--- src/rtl/controle_servo_multi.sv ---
// controle_servo_multi
// Multi-channel hobby-servo PWM controller. One shared period counter drives
// CANAIS channels; each channel's position and enable are captured only at the
// period boundary, so a pulse in progress is never cut short or stretched.
// Optional feature: define CONTROLE_SERVO_RAMPA_EN to move each channel at most
// one position step per period instead of jumping straight to the target.
module controle_servo_multi #(
    parameter int CANAIS       = 4,
    parameter int LARGURA_POS  = 3,
    parameter int PERIODO      = 1_000_000,
    parameter int LARGURA_BASE = 50_000,
    parameter int PASSO        = 5_556
) (
    input  logic                          clock,
    input  logic                          reset,
    input  logic [CANAIS*LARGURA_POS-1:0] posicao,
    input  logic [CANAIS-1:0]             habilita,
    output logic [CANAIS-1:0]             controle,
    output logic [CANAIS-1:0]             estavel,
    output logic                          fim_periodo,
    output logic                          db_reset,
    output logic [LARGURA_POS-1:0]        db_posicao,
    output logic                          db_controle
);

    localparam int CW = $clog2(PERIODO);
    // One spare bit so a width equal to a power-of-two period still compares correctly.
    localparam int LW = CW + 1;
    localparam logic [CW-1:0] C_ULTIMO = CW'(PERIODO - 1);

    logic [CW-1:0]                      c_r;
    logic [CANAIS-1:0][LARGURA_POS-1:0] pos_apl_r;
    logic [CANAIS-1:0]                  hab_apl_r;
    logic [CANAIS-1:0]                  controle_r;
    logic                               fim_periodo_r;
    logic                               db_controle_r;

    logic [CANAIS-1:0][LARGURA_POS-1:0] alvo_s;
    logic [CANAIS-1:0][LARGURA_POS-1:0] pos_prox_s;
    logic [CANAIS-1:0]                  controle_prox_s;
    logic [CANAIS-1:0]                  estavel_s;
    logic                               ultimo_s;

    // High time in cycles for an applied position: base plus (pos+1) steps.
    function automatic logic [LW-1:0] largura_de(input logic [LARGURA_POS-1:0] pos);
        logic [LW-1:0] passos;
        passos = LW'(pos) + LW'(1'b1);
        return LW'(LARGURA_BASE) + passos * LW'(PASSO);
    endfunction

    // Per-channel target split, next applied position and next PWM level.
    always_comb begin
        ultimo_s        = (c_r == C_ULTIMO);
        alvo_s          = {(CANAIS*LARGURA_POS){1'b0}};
        pos_prox_s      = {(CANAIS*LARGURA_POS){1'b0}};
        controle_prox_s = {CANAIS{1'b0}};
        estavel_s       = {CANAIS{1'b0}};
        for (int i = 0; i < CANAIS; i++) begin
            alvo_s[i] = posicao[i*LARGURA_POS +: LARGURA_POS];
`ifdef CONTROLE_SERVO_RAMPA_EN
            if (pos_apl_r[i] < alvo_s[i]) begin
                pos_prox_s[i] = pos_apl_r[i] + LARGURA_POS'(1'b1);
            end else if (pos_apl_r[i] > alvo_s[i]) begin
                pos_prox_s[i] = pos_apl_r[i] - LARGURA_POS'(1'b1);
            end else begin
                pos_prox_s[i] = pos_apl_r[i];
            end
`else
            pos_prox_s[i] = alvo_s[i];
`endif
            // Pre-edge counter value: the output is high for c = 0 .. largura-1.
            controle_prox_s[i] = hab_apl_r[i] & ({1'b0, c_r} < largura_de(pos_apl_r[i]));
            estavel_s[i]       = (pos_apl_r[i] == alvo_s[i]);
        end
    end

    // Period counter, boundary capture of position/enable, registered PWM outputs.
    always_ff @(posedge clock) begin
        if (!reset) begin
            c_r           <= {CW{1'b0}};
            pos_apl_r     <= {(CANAIS*LARGURA_POS){1'b0}};
            hab_apl_r     <= {CANAIS{1'b0}};
            controle_r    <= {CANAIS{1'b0}};
            fim_periodo_r <= 1'b0;
            db_controle_r <= 1'b0;
        end else begin
            if (ultimo_s) begin
                c_r       <= {CW{1'b0}};
                hab_apl_r <= habilita;
                pos_apl_r <= pos_prox_s;
            end else begin
                c_r       <= c_r + CW'(1'b1);
            end
            controle_r    <= controle_prox_s;
            fim_periodo_r <= ultimo_s;
            db_controle_r <= controle_prox_s[0];
        end
    end

    assign controle    = controle_r;
    assign estavel     = estavel_s;
    assign fim_periodo = fim_periodo_r;
    assign db_reset    = reset;
    assign db_posicao  = pos_apl_r[0];
    assign db_controle = db_controle_r;

endmodule

--- config.mk ---
export PLATFORM = sky130hd
export DESIGN_NAME = controle_servo_multi
export DESIGN_NICKNAME = d
export VERILOG_FILES = /design/src/rtl/controle_servo_multi.sv
export SDC_FILE = /design/constraint.sdc
export NUM_CORES = 1
export LEC_CHECK = 0
export ABC_AREA = 1
export ABC_CLOCK_PERIOD_IN_PS = 10700
export BUFFER_PORTS_ARGS = -buffer_cell sky130_fd_sc_hd__buf_4
export CAP_MARGIN = 20
export CORE_MARGIN = 2
export CORE_UTILIZATION = 30
export CTS_CLUSTER_SIZE = 8
export DETAILED_ROUTE_END_ITERATION = 10
export GPL_TIMING_DRIVEN = 0
export SLEW_MARGIN = 5
export SYNTH_ARGS = -nofsm -noshare
export SYNTH_HDL_FRONTEND = slang
export SYNTH_SLANG_ARGS = --single-unit
--- constraint.sdc ---
create_clock -name clock -period 10.7 [get_ports clock]
set_clock_uncertainty 0.1 [all_clocks]
set_input_delay 1.605 -clock clock [delete_from_list [all_inputs] [get_ports clock]]
set_output_delay 1.605 -clock clock [all_outputs]
set_load 0.1 [all_outputs]
==> metrics.txt <==
Min-Delay Endpoint c_r[0]; vias after detailed routing 6943; overall power 332.4 uW; capturing point of the worst reg2reg path controle[2]; Pwr per Cell Area 42.24 nW/um^2; required time of the worst setup path 10.77 ns; buffers from clock root to sink, at most 2; Starting Density 30.40%; TritonCTS Sinks 41; worst-path maximum fanout 8; number of setup violations in the final report 0; count of cells along the worst register-to-register path 26; # nets final 1314; reported leakage power 0.004277 uW; source of the worst hold timing path c_r[0]; slowest library cell on the worst path sky130_fd_sc_hd__dfxtp_1; synthesized flop and latch total 41; Relative slew margins 57.11%; Worst R2R Setup Slack 5.62 ns; Worst Tran Pin Value 0.6410 ns; global router's overall resource usage 14.67%; CTS tree built; post-route clock period utilization 47.49%; kind of start point of the critical path flip-flop; crit end category flip-flop; CTS root buffer sky130_fd_sc_hd__clkbuf_16; synthesis warning total 0; Top Family by Delay on Critical Path simple AND/OR/NAND/NOR gates; global-route wire length before repair 29.88 mm; commonest non-fill, non-tap cells in the layout sky130_fd_sc_hd__nand2_1 (316), sky130_fd_sc_hd__inv_1 (170), sky130_fd_sc_hd__ha_1 (137), sky130_fd_sc_hd__nand3_1 (98), sky130_fd_sc_hd__nor2_1 (55); library cell appearing most often on the critical path sky130_fd_sc_hd__nand2_1; placed cells 1463; fraction of layout instances using a drive strength above 1 8.080%; layout overhead on the synthesized area 10.92%; Distinct cells, synth 39; netlist area before placement 7093 sq um; placeable core region 23330 sq um; placed wire-length estimate after detailed placement 14.46 mm; startpoint of the lowest-slack register-to-register path pos_apl_r[6]; residual overflow from global routing 0; CP Buf/Inv Count 4; setup repair after global routing missed its margin false; Resize count post-CTS 0; Detailed Routing Iterations Pass 1 5; wire length reported by the detailed router 17.45 mm; area of placed instances 7725 sq um; Hold Fails Final Rpt 0; Seq/Total Area, Yosys 11.57%; post-route cell area 7868 sq um; Clock transition at path regs 0.06 ns; detailed-route DRC error count 0; count of boundary I/O pins 32; Placement Rows 56; Filler cells 2615; n_diodes 0; initial antenna violation count 0; Final TNS setup 0 ns; number of buffers inserted for hold repair after clock tree synthesis 0; cell depth of the worst hold path 1; via count of the first global-routing pass 6543; clock network latency to the later pin of the worst-skew pair 0.29 ns; Routability Congestion 0.8884; largest voltage drop on the vdd net 0.05854 mV; most common library cell in the layout ignoring fill and taps sky130_fd_sc_hd__nand2_1; DRC marker count from the first detailed-route iteration 319; result of the run finished clean; CTS buffer count 5; vias per inst 4.723; postcts setup bufs 0; average wire per standard cell 11.87 um; fin cells 1470; vertical extent of the die 157.8 um; Die Outline Area 24890 sq um; Routed Antenna Nets 0; max-capacitance violation count 0; worst hold slack after final layout 0.3545 ns; Hold WC Path Type reg2reg; Post-Syn Area per Cell 6.373 sq um; number of max-slew violations in the final report 0; nets in the synthesized netlist 1276; Crit Path Category reg2reg; number of levels in the clock H-tree 2; maximum cell stage delay along the critical path 0.60 ns; # port buffers 31; maximum operating frequency 196.8 MHz; worst endpoint data arrival time 5.15 ns; largest net degree at the start of global routing 12; Final Critical Period 5.082 ns; width of the die 157.8 um; Mapped Cells 1113
[how the worst max path moves through the flow]
stage | startpoint | end | cells after the start
after detailed placement | pos_apl_r[6] | controle[2] | 26
after global placement | pos_apl_r[6] | controle[2] | 26
after global routing | pos_apl_r[9] | controle[3] | 24
after CTS | pos_apl_r[6] | controle[2] | 26
after floorplan | posicao[1] | estavel[0] | 2
final | pos_apl_r[6] | controle[2] | 26
[where the power goes]
part | total (uW) | internal, uW | switching [uW]
Combinational | 23.9 | 8.57 | 15.3
Sequential | 154 | 154 | 0.675
Clock | 154 | 91.8 | 62.5
[state kept, by name, indices dropped and copies added (netlist names)]
| signal | count |
|---|---|
| c_r | 20 |
| pos_apl_r | 9 |
| controle | 4 |
| hab_apl_r | 4 |
| db_posicao | 3 |
| fim_periodo | 1 |
[synthesized netlist by cell type, drive strengths merged]
master | number | share of area (%)
a21o | 6 | 0.63
ha | 137 | 24
nor3 | 23 | 1.6
buf | 13 | 1.3
and2 | 5 | 0.44
a21boi | 2 | 0.21
nor3b | 7 | 0.88
nor4 | 2 | 0.26
nand4 | 29 | 2.6
nand3b | 1 | 0.11
a22o | 4 | 0.49
nand2 | 320 | 17
fa | 8 | 2.3
o21bai | 4 | 0.42
dfxtp | 41 | 12
o21ai | 34 | 2.4
a31oi | 6 | 0.53
xnor2 | 13 | 1.6
o21a | 4 | 0.42
o211ai | 5 | 0.53
o2111ai | 4 | 0.49
inv | 183 | 9.7
or2 | 3 | 0.26
nand3 | 104 | 7.8
nor2 | 68 | 4.2
xor2 | 35 | 4.3
clkinv | 1 | 0.053
a22oi | 1 | 0.11
a21oi | 50 | 3.6
[layer usage]
metal  routed length [um]  track usage [%]  share of wire (%)
met1                 8626            19.77                 49
met2                 8175            25.96                 47
met3                  547            1.259                3.1
met4                   98            1.991               0.56
met5                    0                0                  0
[cells by family after synthesis]
family | synth area share [%]
adders and majority gates | 26.42
and+or+nand+nor | 35.17
AOI/OAI and AO/OA | 9.826
DFF | 11.57
xor gates and xnor gates | 5.927
buffers and inverters | 11.08
[per-stage QoR]
| step | worst slack, ns | util [%] |
|---|---|---|
| 2_1_floorplan | 5.184 | - |
| 3_3_place_gp | 5.583 | 33.11 |
| 3_5_place_dp | 5.558 | 33.11 |
| 4_1_cts | 5.537 | 33.72 |
| 5_1_grt | 4.937 | 33.72 |
| 6_report | 5.618 | 33.72 |
[worst reg2reg max path, cell delays in order, from the launching register on]
cell and delay (ns):
sky130_fd_sc_hd__dfxtp_1 0.60, sky130_fd_sc_hd__inv_1 0.23, sky130_fd_sc_hd__nor3_1 0.54, sky130_fd_sc_hd__ha_1 0.34, sky130_fd_sc_hd__inv_1 0.09, sky130_fd_sc_hd__fa_1 0.53, sky130_fd_sc_hd__inv_1 0.04, sky130_fd_sc_hd__ha_1 0.33
sky130_fd_sc_hd__nand2_1 0.09, sky130_fd_sc_hd__nor2_2 0.18, sky130_fd_sc_hd__nand2_1 0.07, sky130_fd_sc_hd__nand3_1 0.11, sky130_fd_sc_hd__nand2_1 0.09, sky130_fd_sc_hd__nand2_1 0.09, sky130_fd_sc_hd__nand2_1 0.05, sky130_fd_sc_hd__nand2_1 0.13
sky130_fd_sc_hd__nand2_1 0.07, sky130_fd_sc_hd__clkinv_1 0.07, sky130_fd_sc_hd__nand2_1 0.05, sky130_fd_sc_hd__nand2_1 0.06, sky130_fd_sc_hd__nand2_1 0.06, sky130_fd_sc_hd__ha_1 0.27, sky130_fd_sc_hd__nand3_1 0.09, sky130_fd_sc_hd__nor3_1 0.30
sky130_fd_sc_hd__o2111ai_1 0.17, sky130_fd_sc_hd__nand4_1 0.15, sky130_fd_sc_hd__nor2_1 0.08
[area by class of cell]
type | instances | area [sq um] | area share, %
sequential | 41 | 820.8 | 10.43
inverter | 184 | 690.7 | 8.779
clock buffer | 7 | 142.6 | 1.813
tap | 319 | 399.1 | 5.073
buffer | 13 | 95.09 | 1.209
multi-input combinational | 875 | 5487 | 69.74
timing repair buffer | 31 | 232.7 | 2.958
Note: power is estimated with default switching activity, not from simulation.
